<file path="config.mk">
export PLATFORM = sky130hd
export DESIGN_NAME = matmul_seq_ctrl
export DESIGN_NICKNAME = d
export VERILOG_FILES = /design/src/rtl/matmul_seq_ctrl.sv
export SDC_FILE = /design/constraint.sdc
export NUM_CORES = 1
export LEC_CHECK = 0
export ABC_AREA = 1
export BUFFER_PORTS_ARGS = -buffer_cell sky130_fd_sc_hd__buf_2
export CORE_MARGIN = 5
export CORE_UTILIZATION = 50
export CTS_CLUSTER_DIAMETER = 120
export DETAILED_ROUTE_END_ITERATION = 10
export PLACE_DENSITY = 0.78
export RECOVER_POWER = 50
export SLEW_MARGIN = 20
export SYNTH_ARGS = -nofsm -noshare
export SYNTH_HDL_FRONTEND = slang
export SYNTH_SLANG_ARGS = --single-unit
</file>
<file path="constraint.sdc">
create_clock -name clk -period 5.1 [get_ports clk]
set_input_delay 0.255 -clock clk [delete_from_list [all_inputs] [get_ports clk]]
set_output_delay 0.255 -clock clk [all_outputs]
set_load 0.03 [all_outputs]
</file>
<file path="src/rtl/matmul_seq_ctrl.sv">
// Loop-nest sequencer for the single-MAC matrix multiplier.
// Issues i/j/k SRAM read addresses and MAC strobes aligned to read data.
module matmul_seq_ctrl #(
    parameter int ADDR_W = 16,
    parameter int DIM_W  = 16,
    parameter int CNT_W  = 32
) (
    input  logic              clk,
    input  logic              reset_n,
    input  logic              start_valid,
    output logic              start_ready,
    output logic [ADDR_W-1:0] in_rd_addr,
    output logic [ADDR_W-1:0] wt_rd_addr,
    input  logic [31:0]       in_rd_data,
    input  logic [31:0]       wt_rd_data,
    output logic              mac_en,
    output logic              mac_first,
    output logic              mac_last,
    output logic [ADDR_W-1:0] res_wr_addr,
    output logic              done,
    output logic              dim_err
);

    localparam logic [2:0] S_IDLE   = 3'd0;
    localparam logic [2:0] S_DIM_RD = 3'd1;
    localparam logic [2:0] S_DIM_LD = 3'd2;
    localparam logic [2:0] S_CHECK  = 3'd3;
    localparam logic [2:0] S_RUN    = 3'd4;
    localparam logic [2:0] S_DRAIN  = 3'd5;
    localparam logic [2:0] S_DONE   = 3'd6;

    logic [2:0]        r_state;
    logic [2:0]        w_nxt;
    logic              r_start_ready;
    logic              r_done;
    logic              r_dim_err;
    logic              r_mac_en;
    logic              r_mac_first;
    logic              r_mac_last;
    logic [ADDR_W-1:0] r_res;
    logic [ADDR_W-1:0] r_in_addr;
    logic [ADDR_W-1:0] r_wt_addr;
    logic [ADDR_W-1:0] r_a_base;
    logic [ADDR_W-1:0] r_b_base;
    logic [DIM_W-1:0]  r_m;
    logic [DIM_W-1:0]  r_kd;
    logic [DIM_W-1:0]  r_n;
    logic [DIM_W-1:0]  r_k2;
    logic [CNT_W-1:0]  r_i;
    logic [CNT_W-1:0]  r_j;
    logic [CNT_W-1:0]  r_k;

    logic              w_accept;
    logic              w_err;
    logic              w_run;
    logic              w_k_end;
    logic              w_j_end;
    logic              w_i_end;
    logic              w_last;
    logic [ADDR_W-1:0] w_kstep;

    assign w_accept = start_valid && r_start_ready;
    assign w_err    = (r_m == '0) || (r_kd == '0) || (r_n == '0) || (r_kd != r_k2);
    assign w_run    = (r_state == S_RUN);
    assign w_k_end  = (r_k == CNT_W'(r_kd) - CNT_W'(1));
    assign w_j_end  = (r_j == CNT_W'(r_n) - CNT_W'(1));
    assign w_i_end  = (r_i == CNT_W'(r_m) - CNT_W'(1));
    assign w_last   = w_k_end && w_j_end && w_i_end;
    assign w_kstep  = ADDR_W'(r_kd);

    always_comb begin
        w_nxt = r_state;
        unique case (r_state)
            S_IDLE:   w_nxt = w_accept ? S_DIM_RD : S_IDLE;
            S_DIM_RD: w_nxt = S_DIM_LD;
            S_DIM_LD: w_nxt = S_CHECK;
            S_CHECK:  w_nxt = w_err ? S_DONE : S_RUN;
            S_RUN:    w_nxt = w_last ? S_DRAIN : S_RUN;
            S_DRAIN:  w_nxt = S_DONE;
            S_DONE:   w_nxt = S_IDLE;
            default:  w_nxt = S_IDLE;
        endcase
    end

    // Control, status and one-stage-delayed MAC strobes
    always_ff @(posedge clk or negedge reset_n) begin
        if (!reset_n) begin
            r_state       <= S_IDLE;
            r_start_ready <= 1'b1;
            r_done        <= 1'b0;
            r_dim_err     <= 1'b0;
            r_mac_en      <= 1'b0;
            r_mac_first   <= 1'b0;
            r_mac_last    <= 1'b0;
            r_res         <= '0;
            r_m           <= '0;
            r_kd          <= '0;
            r_n           <= '0;
            r_k2          <= '0;
        end else begin
            r_state       <= w_nxt;
            r_start_ready <= (w_nxt == S_IDLE);
            r_done        <= (w_nxt == S_DONE);
            r_mac_en      <= w_run;
            r_mac_first   <= w_run && (r_k == '0);
            r_mac_last    <= w_run && w_k_end;
            if (w_accept) begin
                r_dim_err <= 1'b0;
                r_res     <= '0;
            end else begin
                if (r_state == S_CHECK)
                    r_dim_err <= w_err;
                if (r_mac_last)
                    r_res <= r_res + ADDR_W'(1);
            end
            if (r_state == S_DIM_LD) begin
                r_m  <= DIM_W'(in_rd_data[31:16]);
                r_kd <= DIM_W'(in_rd_data[15:0]);
                r_k2 <= DIM_W'(wt_rd_data[31:16]);
                r_n  <= DIM_W'(wt_rd_data[15:0]);
            end
        end
    end

    // Incremental address walk; registers hold the address being issued
    always_ff @(posedge clk or negedge reset_n) begin
        if (!reset_n) begin
            r_i       <= '0;
            r_j       <= '0;
            r_k       <= '0;
            r_a_base  <= '0;
            r_b_base  <= '0;
            r_in_addr <= '0;
            r_wt_addr <= '0;
        end else if (r_state == S_CHECK) begin
            r_i       <= '0;
            r_j       <= '0;
            r_k       <= '0;
            r_a_base  <= '0;
            r_b_base  <= '0;
            r_in_addr <= w_err ? '0 : ADDR_W'(1);
            r_wt_addr <= w_err ? '0 : ADDR_W'(1);
        end else if (w_run) begin
            if (w_last) begin
                r_in_addr <= '0;
                r_wt_addr <= '0;
            end else if (!w_k_end) begin
                r_k       <= r_k + CNT_W'(1);
                r_in_addr <= r_a_base + r_k[ADDR_W-1:0] + ADDR_W'(2);
                r_wt_addr <= r_b_base + r_k[ADDR_W-1:0] + ADDR_W'(2);
            end else if (!w_j_end) begin
                r_k       <= '0;
                r_j       <= r_j + CNT_W'(1);
                r_b_base  <= r_b_base + w_kstep;
                r_in_addr <= r_a_base + ADDR_W'(1);
                r_wt_addr <= r_b_base + w_kstep + ADDR_W'(1);
            end else begin
                r_k       <= '0;
                r_j       <= '0;
                r_i       <= r_i + CNT_W'(1);
                r_b_base  <= '0;
                r_a_base  <= r_a_base + w_kstep;
                r_in_addr <= r_a_base + w_kstep + ADDR_W'(1);
                r_wt_addr <= ADDR_W'(1);
            end
        end
    end

    assign start_ready = r_start_ready;
    assign in_rd_addr  = r_in_addr;
    assign wt_rd_addr  = r_wt_addr;
    assign mac_en      = r_mac_en;
    assign mac_first   = r_mac_first;
    assign mac_last    = r_mac_last;
    assign res_wr_addr = r_res;
    assign done        = r_done;
    assign dim_err     = r_dim_err;

endmodule

</file>
* Word-level counts from Yosys, hierarchy flattened
Index checks and enable logic that the tools add are counted.
Word-level totals: word-level logic and storage cells 111, bits in latches 0, output and inout port bits 54, memories 0, memory bits (read-only) 0, bits in registers 249, memory bits (writable) 0, bits of input ports 67
Cells by class: equal/unequal tests 11, add/subtract/negate cells 16, reduce and logical (&&, ||, !) cells 22, multiply operators 0, shift operators 0, multiplexer cells 43, divide/modulo/power cells 0, magnitude comparators 0, bitwise operators 0
Operator list (count):
- 32-bit two-way mux | 14
- 16-bit two-way mux | 22
- 32-bit by 1-bit adder with 32-bit output, second input constant | 3
- 32-bit == test | 3
- 16-bit by 1-bit adder with 16-bit output, second input constant | 4
- 16-bit adder | 4
- 16-bit by 1-bit subtractor with 17-bit output, second input constant | 3
- 16-bit logical NOT | 3
- 16-bit by 2-bit adder with 16-bit output, second input constant | 2
- 32-bit logical NOT | 1
- 3-bit one-hot mux with 6 select lines | 1
- 16-bit != test | 1
- 2-bit nonzero test | 5
- 3-bit == test, second input constant | 3
- 3-bit by 2-bit == test with 1-bit output, second input constant | 2
- 3-bit logical NOT | 2
- 1-bit logical AND | 5
- 1-bit two-way mux | 5
- 4-bit AND reduction | 1
- 3-bit by 1-bit == test with 1-bit output, second input constant | 1
- 1-bit logical OR | 3
- 3-bit AND reduction | 1
- 2-bit two-way mux | 1
- 2-bit by 1-bit != test with 1-bit output, second input constant | 1
- 2-bit AND reduction | 1

* Logic depth before layout (Yosys ltp)
Gate-level depths: netlist of run 1.
word-level depth 7, depth in mapped cells 26, depth with buffers taken out 26

* Worst setup path before layout of run 1
OpenSTA, ideal clock, no wires.
path kind reg2reg, start point register r_kd[0], end point register r_wt_addr[13], in the netlist wt_rd_addr[13], slack 2.220 ns, data required time 4.983 ns, buffers on the path 0, setup time 0.117 ns, stages on the path, launching flop included 17, period minus slack after synthesis 2.880 ns, arrival 2.764 ns, cells stage by stage dfrtp_1 -> ha_1 -> fa_1 -> xor2_1 -> inv_1 -> nor4_1 -> nand3_1 -> inv_1 -> nand3_1 -> nor2_1 -> nand3_1 -> nor2_1 -> nand2_1 -> nand3_1 -> nand2_1 -> nand2_1 -> nand2_1
On the way: word-level cells in the longest chain between the ends 7, elaborated cells on any way between the ends 11, classes of those cells add/sub (3); eq/ne (1); mux (5); reduce/logical (2)
Ends and longest elaborated chain:
- start: declaration | RTL line 46 | logic [DIM_W-1:0] r_kd;
- start signal: assignment | RTL line 118 | r_kd <= DIM_W'(in_rd_data[15:0]);
- 16-bit adder / 16-bit by 1-bit subtractor with 17-bit output (equally long branches) | RTL line 156, 65
- 16-bit by 1-bit adder with 16-bit output / 32-bit == test (equally long branches) | RTL line 156, 65
- 16-bit two-way mux / 1-bit logical AND (equally long branches) | RTL line 151, 68
- 16-bit two-way mux / 1-bit logical AND (equally long branches) | RTL line 147, 68
- 16-bit two-way mux (*) | RTL line 144 | if (w_last) begin
- 16-bit two-way mux (*) | RTL line 143 | end else if (w_run) begin
- 16-bit two-way mux (*) | RTL line 135 | end else if (r_state == S_CHECK) begin
- end signal: assignment | RTL line 142 | r_wt_addr <= w_err ? '0 : ADDR_W'(1);
- end signal: assignment | RTL line 150 | r_wt_addr <= r_b_base + r_k[ADDR_W-1:0] + ADDR_W'(2);
- end signal: assignment | RTL line 156 | r_wt_addr <= r_b_base + w_kstep + ADDR_W'(1);
- end: declaration | RTL line 42 | logic [ADDR_W-1:0] r_wt_addr;
Every way passes the cells marked *; elsewhere a longest branch is shown, timed or not. The select of a mux whose other input is x is not followed. A chain may end at the register's enable or synchronous reset.

* Worst setup path after layout of run 1
start point register r_n[0], end point register r_in_addr[10], in the netlist in_rd_addr[10]
On the way: word-level cells in the longest chain between the ends 7, elaborated cells on any way between the ends 9, classes of those cells add/sub (1); eq/ne (1); mux (5); reduce/logical (2)
Ends and longest elaborated chain:
- start: declaration | RTL line 47 | logic [DIM_W-1:0] r_n;
- start signal: assignment | RTL line 120 | r_n <= DIM_W'(wt_rd_data[15:0]);
- 16-bit by 1-bit subtractor with 17-bit output (*) | RTL line 66 | assign w_j_end = (r_j == CNT_W'(r_n) - CNT_W'(1));
- 32-bit == test (*) | RTL line 66
- 16-bit two-way mux / 1-bit logical AND (equally long branches) | RTL line 151, 68
- 16-bit two-way mux / 1-bit logical AND (equally long branches) | RTL line 147, 68
- 16-bit two-way mux (*) | RTL line 144
- 16-bit two-way mux (*) | RTL line 143
- 16-bit two-way mux (*) | RTL line 135
- end signal: assignment | RTL line 141 | r_in_addr <= w_err ? '0 : ADDR_W'(1);
- end signal: assignment | RTL line 149 | r_in_addr <= r_a_base + r_k[ADDR_W-1:0] + ADDR_W'(2);
- end signal: assignment | RTL line 155 | r_in_addr <= r_a_base + ADDR_W'(1);
- end: declaration | RTL line 41 | logic [ADDR_W-1:0] r_in_addr;
Marked as above.

==> results.py, run 1 <==
metrics = {
    "run_status": {
        "status": "finished, violations left",
        "violations": "capacitance limit, slew limit",
    },
    "critical_path": {
        "slowest_stage": "nand3_2",
        "critPathLaunchType": "flip-flop",
        "cp-end-kind": "flip-flop",
        "critPathKind": "flip-flop to flip-flop",
        "startpoint": "r_n[0]$_DFFE_PN0P_",
        "reg2reg_to": "in_rd_addr[10]$_DFFE_PN0P_",
        "ff2ff_path_depth": 26,
        "crit_top_cell": "nand2_1",
        "cp_max_fo": 22,
        "required_ns": 5.56,
        "regToRegSetupSlack_ns": 1.03,
        "arrival_ns": 4.53,
        "slowest_delay_ns": 0.45,
        "timing.rr.start": "r_n[0]$_DFFE_PN0P_",
    },
    "synthesis": {
        "synthFlopType": "dfrtp_1",
        "netlist_top_cells_count": "nand2_1 (623), nor2_1 (250), dfrtp_1 (248)",
        "yosysTopAreaCell": "dfrtp_1",
        "yosysUniqueCellTypes": 58,
        "syn_nets": 2647,
        "netlist_area_sq_mm": 0.0182,
        "synth_edf_count": 0,
        "postSynthAreaPerCell_sq_um": 7.37,
        "synth.top_cell.area_share_pct": 34.0,
        "ys_seq_area_share_pct": 34.2,
        "ys.warnings.count": 0,
        "async_flop_share_pct": 100,
        "synth_seq_cells": 249,
        "synthCells": 2475,
        "synth_most_common_cell": "nand2_1",
        "ys_top_cells_by_area": "dfrtp_1 (34%), nand2_1 (13%), xor2_1 (7.0%), ha_1 (6.9%), nor2_1 (5.1%)",
    },
    "global_route": {
        "grt_overflow": 0,
        "grt_pass1_wl_mm": 89.1,
        "grt_usage_pct": 26.6,
        "antenna_found_initial": 0,
        "grt_max_degree": 120,
        "grt_pass1_vias": 16855,
    },
    "timing": {
        "finalSetupViolCount": 0,
        "min_period_ns": 4.07,
        "hold_violations": 0,
        "worstMarginPinSlew_ns": 3.30,
        "final.setup.worst_slack_ns": 1.03,
        "fin_tns_setup_ns": 0,
        "period_share_pct": 79.8,
        "maxSlewHeadroom_pct": -120,
        "rsz0062_at_grt": "no",
        "clock.fmax_ghz": 0.246,
        "fin_skew_ns": 0.0142,
        "slew_viol_final": 58,
    },
    "die": {
        "die_y_microns": 201,
        "num_io_pins": 121,
        "core_area_sq_mm": 0.0363,
        "die_area_sq_mm": 0.0404,
        "die_x_microns": 201,
        "rows": 70,
        "initial_core_util_pct": 50.2,
    },
    "pwr": {
        "p_per_area_mw_per_mm2": 412,
        "power.share.switching_pct": 42.5,
        "intPower_w": 0.00494,
        "power_switching_w": 0.00365,
        "clockPowerShare_pct": 26.2,
        "p_leak_nw": 9.81,
        "p_seq_share_pct": 33.4,
        "comb_power_share_pct": 40.4,
        "ir_drop_mv": 0.280,
    },
    "clock_tree": {
        "cts-root-buf": "clkbuf_16",
        "clockBufferDepth": 3,
        "worstSkewPairLatency_ns": 0.59,
        "clk_pin_slew_ns": 0.06,
        "clkSinkCount": 249,
        "cts_made_buffers": 30,
        "htree_levels": 1,
        "cts_setup_buffers": 0,
        "cts_tree": "built",
    },
    "placed_design": {
        "dp_hpwl_mm": 41.2,
        "post-place-ws_ns": 1.14,
        "io_buffers": 120,
        "routabilityCongestion": 0.975,
    },
    "cells_and_area": {
        "drive_above_1_share_pct": 9.31,
        "nFillCells": 3427,
        "ff_latch_area_sq_mm": 0.00623,
        "multi_input_area_sq_mm": 0.0108,
        "area_growth_pct": 14.3,
        "diodes": 0,
        "fin_nets": 2815,
    },
    "route": {
        "ant_nets": 0,
        "dr.pass1.iters": 5,
        "avgRoutedWirePerCell_microns": 17.5,
        "drc": 0,
        "routed_wl_mm": 54.8,
        "num_vias": 17506,
        "initialDrtViolationCount": 1371,
        "vias_per_cell": 5.59,
    },
    "worst_hold_path": {
        "min_to": "r_k2[1]$_DFFE_PN0P_",
        "hold_path.class": "primary input to flip-flop",
        "min_from": "wt_rd_data[17]",
        "holdPathStages": 3,
    },
    "job": {
        "max_cap_viol_count": 1,
    },
}
==> flip-flops by register name, summed over array words and instances (netlist names), 3 cells and up <==
signal       count
r_k2            16
in_rd_addr      16
r_i             32
wt_rd_addr      16
r_b_base        16
r_a_base        16
r_state          3
r_m             16
r_k             32
res_wr_addr     16
r_n             16
r_kd            16
r_j             32
==> how the worst max path moves through the flow <==
stage,end
final,in_rd_addr[10]$_DFFE_PN0P_
after global routing,in_rd_addr[7]$_DFFE_PN0P_
after CTS,in_rd_addr[14]$_DFFE_PN0P_
after detailed placement,in_rd_addr[14]$_DFFE_PN0P_
after global placement,in_rd_addr[14]$_DFFE_PN0P_
after floorplan,wt_rd_addr[13]$_DFFE_PN0P_
==> cells by family after synthesis <==
group,count (synthesis),synth area share [%]
buffers and inverters,313,6.82
adder cells (fa/ha/maj),105,7.37
flip-flops,249,34.2
AND/OR/NAND/NOR,1241,30.1
AO/OA/AOI/OAI,348,10.4
multiplexers,38,2.35
XOR/XNOR,181,8.76
==> area by class of cell <==
class	count	area share, %
clock inverter	16	1.00
timing repair buffer	199	6.19
sequential	249	29.9
tap	468	2.81
inverter	250	4.50
multi-input combinational	1913	51.7
clock buffer	37	3.96
==> layer usage <==
layer / track usage (%) / wire length, microns
met5: 0 / 0
met4: 8.82 / 2120
met3: 2.86 / 3360
met2: 44.2 / 25500
met1: 36.6 / 23800
==> what timing repair did <==
action                                 4_1_cts  5_1_grt
endpoints found under the hold margin      118        0
gates resized for setup                      0        0
hold buffers                                63        0
==> placed cells by master, fill, tap and decap left out, types with 4 or more instances in the layout <==
cell type      count
a21oi_1          115
a31oi_1            7
buf_2             65
buf_4             13
bufinv_16          4
clkbuf_1          58
clkbuf_16         30
clkbuf_8           5
clkinv_2           7
dfrtp_1          248
dlygate4sd3_1     63
fa_1               4
ha_1             101
inv_1            242
inv_2              6
mux2_2            38
nand2_1          622
nand2_2            7
nand2_4            6
nand3_1          129
nand3_2            6
nand3b_1          10
nand4_1           59
nor2_1           250
nor2_2             9
nor2_4             5
nor3_1            60
nor3_2             5
nor3b_1            4
nor4_1            33
o211ai_1           9
o21ai_0          135
o21ai_1           14
o21bai_1           9
o22ai_1           41
o31ai_1            4
or2_2             28
xnor2_1           34
xor2_1           146
==> power by group through the flow <==
| stage | Clock (W) | Combinational, W | Sequential, W |
|---|---|---|---|
| after floorplan | 0 | 0.00247 | 0.00280 |
| after global placement | 0 | 0.00331 | 0.00288 |
| after detailed placement | 0 | 0.00339 | 0.00289 |
| after CTS | 0.00229 | 0.00347 | 0.00286 |
| after global routing | 0.00237 | 0.00387 | 0.00291 |
| final | 0.00225 | 0.00347 | 0.00287 |
==> through the flow <==
stage                     utilization [%]  instance area (sq um)  std cells  hold WS (ns)  total power, W
after floorplan                         -                  18200       2475       -0.0406         0.00527
final                                57.4                  20900       3132        0.0216         0.00859
after global routing                 57.4                  20900       3132        0.0297         0.00915
after CTS                            57.6                  20900       3132       0.00301         0.00861
after detailed placement             53.0                  19300       3016         0.212         0.00628
after global placement               53.0                  19300       3016         0.199         0.00619
==> critical path: cells and delay by family, from the launching register on <==
kind,cells,cell delay [ns]
AOI/OAI and AO/OA,1,0.08
adders and majority gates,2,0.49
buffers and inverters,4,0.69
DFF,1,0.38
and+or+nand+nor,19,2.31
Power figures use the tool's default switching activity.
==> run 2, diff against run 1 <==
==> constraint.sdc (replaced) <==
create_clock -name clk -period 4.15 [get_ports clk]
set_input_delay 0.2075 -clock clk [delete_from_list [all_inputs] [get_ports clk]]
set_output_delay 0.2075 -clock clk [all_outputs]
set_load 0.03 [all_outputs]
==> results.py, run 2 (synthesis gave the netlist of run 1 again) <==
metrics = {
    "placed_design": {
        "dp_hpwl_mm": 41.0,
        "io_buffers": 120,
        "routabilityCongestion": 0.993,
    },
    "route": {
        "dr.pass1.iters": 7,
        "routed_wl_mm": 55.1,
        "vias_per_cell": 5.57,
        "num_vias": 17481,
        "ant_nets": 0,
        "drc": 0,
        "initialDrtViolationCount": 1174,
        "avgRoutedWirePerCell_microns": 17.6,
    },
    "timing": {
        "finalSetupViolCount": 0,
        "rsz0062_at_grt": "no",
        "fin_skew_ns": 0.0290,
        "fin_tns_setup_ns": 0,
        "period_share_pct": 89.6,
        "worstMarginPinSlew_ns": 3.05,
        "hold_violations": 0,
        "clock.fmax_ghz": 0.269,
        "slew_viol_final": 115,
        "holdWs_ns": 0.173,
        "maxSlewHeadroom_pct": -103,
        "min_period_ns": 3.72,
    },
    "cells_and_area": {
        "multi_input_area_sq_mm": 0.0108,
        "area_growth_pct": 14.2,
        "nFillCells": 3384,
        "layout_common_cells": "nand2_1 (622), nor2_1 (249), dfrtp_1 (248)",
        "ff_latch_area_sq_mm": 0.00623,
        "mostFrequentLayoutCell": "nand2_1",
        "drive_above_1_share_pct": 9.47,
        "fin_nets": 2822,
        "largestRegisters": "r_i (32), r_j (32), r_k (32)",
    },
    "die": {
        "die_x_microns": 201,
        "num_io_pins": 121,
        "die_y_microns": 201,
        "core_area_sq_mm": 0.0363,
        "die_area_sq_mm": 0.0404,
        "initial_core_util_pct": 50.2,
        "rows": 70,
    },
    "clock_tree": {
        "cts-root-buf": "clkbuf_16",
        "clk_pin_slew_ns": 0.07,
        "cts_made_buffers": 29,
        "clockBufferDepth": 3,
        "htree_levels": 1,
        "worstSkewPairLatency_ns": 0.58,
        "clkSinkCount": 249,
        "cts_tree": "built",
    },
    "worst_hold_path": {
        "holdPathStages": 4,
        "hold_path.class": "primary input to flip-flop",
    },
    "global_route": {
        "grt_pass1_vias": 16987,
        "antenna_found_initial": 2,
        "grt_overflow": 0,
        "grt_pass1_wl_mm": 88.5,
        "grt_usage_pct": 26.6,
        "grt_max_degree": 116,
    },
    "pwr": {
        "p_per_area_mw_per_mm2": 497,
        "totalPowerFinal_w": 0.0104,
        "p_leak_nw": 9.82,
        "ir_drop_mv": 0.383,
    },
    "critical_path": {
        "required_ns": 4.60,
        "arrival_ns": 4.17,
        "cp_max_fo": 30,
        "ff2ff_path_depth": 16,
        "cp-end-kind": "flip-flop",
        "critPathLaunchType": "flip-flop",
        "critPathKind": "flip-flop to flip-flop",
    },
    "job": {
        "max_cap_viol_count": 1,
    },
    "run_status": {
        "status": "finished, violations left",
        "violations": "capacitance limit, slew limit",
    },
}
run 2: cell types whose count changed in the layout (fill, tap and decap cells not counted), sizes merged:
cell	previous run	this run
inv	250	248
buf	79	85
diode	0	1
clkinvlp	3	0
dlygate4sd3	63	65
clkbuf	94	95
clkinv	9	14
bufinv	4	2
run 2: area by class of cell:
class | instances | area share, %
Multi-Input combinational cell | 1913 | 51.7
Inverter | 250 | 4.51
Timing Repair Buffer | 207 | 6.54
Clock inverter | 14 | 0.612
Antenna cell | 1 | 0.0120
Tap cell | 468 | 2.81
Sequential cell | 249 | 29.9
Clock buffer | 38 | 3.88
run 2: metal layers:
layer | share of wire, % | track usage, %
met1 | 43 | 34.3
met2 | 47 | 44.8
met3 | 6.0 | 3.97
met4 | 4.9 | 11.2
met5 | 0 | 0
run 2: worst max-delay path, stage by stage, from the launching register on:
cell,delay [ns]
dfrtp_1,0.45
inv_1,0.20
ha_1,0.26
nand3_1,0.16
nor2_2,0.22
inv_1,0.11
nor3_1,0.18
xor2_1,0.11
nor3b_1,0.27
nand3_2,0.14
inv_2,0.27
nand3_2,0.17
nand2_2,0.19
buf_4,0.35
inv_2,0.25
a21oi_1,0.19
nor2_1,0.05
run 2: worst paths after layout:
path                                            from                    endpoint  slack (ns)
max                              r_kd[0]$_DFFE_PN0P_          r_j[2]$_DFFE_PN0P_        0.43
min                                      start_valid  res_wr_addr[6]$_DFFE_PN0P_        0.17
max reg2reg                      r_kd[0]$_DFFE_PN0P_          r_j[2]$_DFFE_PN0P_        0.43
min reg2reg                in_rd_addr[6]$_DFFE_PN0P_   in_rd_addr[6]$_DFFE_PN0P_        0.47
max in group asynchronous                    reset_n  in_rd_addr[10]$_DFFE_PN0P_        0.98
min in group asynchronous                    reset_n         r_n[13]$_DFFE_PN0P_        1.13
run 2: power by group:
part | leakage (nW) | internal (W) | switching [W]
combinational | 6.06 | 0.00156 | 0.00280
clock | 0.474 | 0.00149 | 0.00106
sequential | 3.28 | 0.00288 | 0.000582
run 2: timing repair:
action,CTS,global route
buffers inserted,0,0
endpoints found under the setup margin,0,2
hold buffers,65,0
gates resized for setup,0,1
endpoints found under the hold margin,175,0
run 2: through the flow:
step,worst slack [ns],instances,util [%],cell area (sq um)
2_1_floorplan,1.27,2475,-,18200
4_1_cts,0.447,3139,57.6,20900
3_5_place_dp,0.481,3022,53.2,19300
6_report,0.432,3140,57.3,20800
5_1_grt,0.133,3140,57.3,20800
3_3_place_gp,0.507,3022,53.2,19300
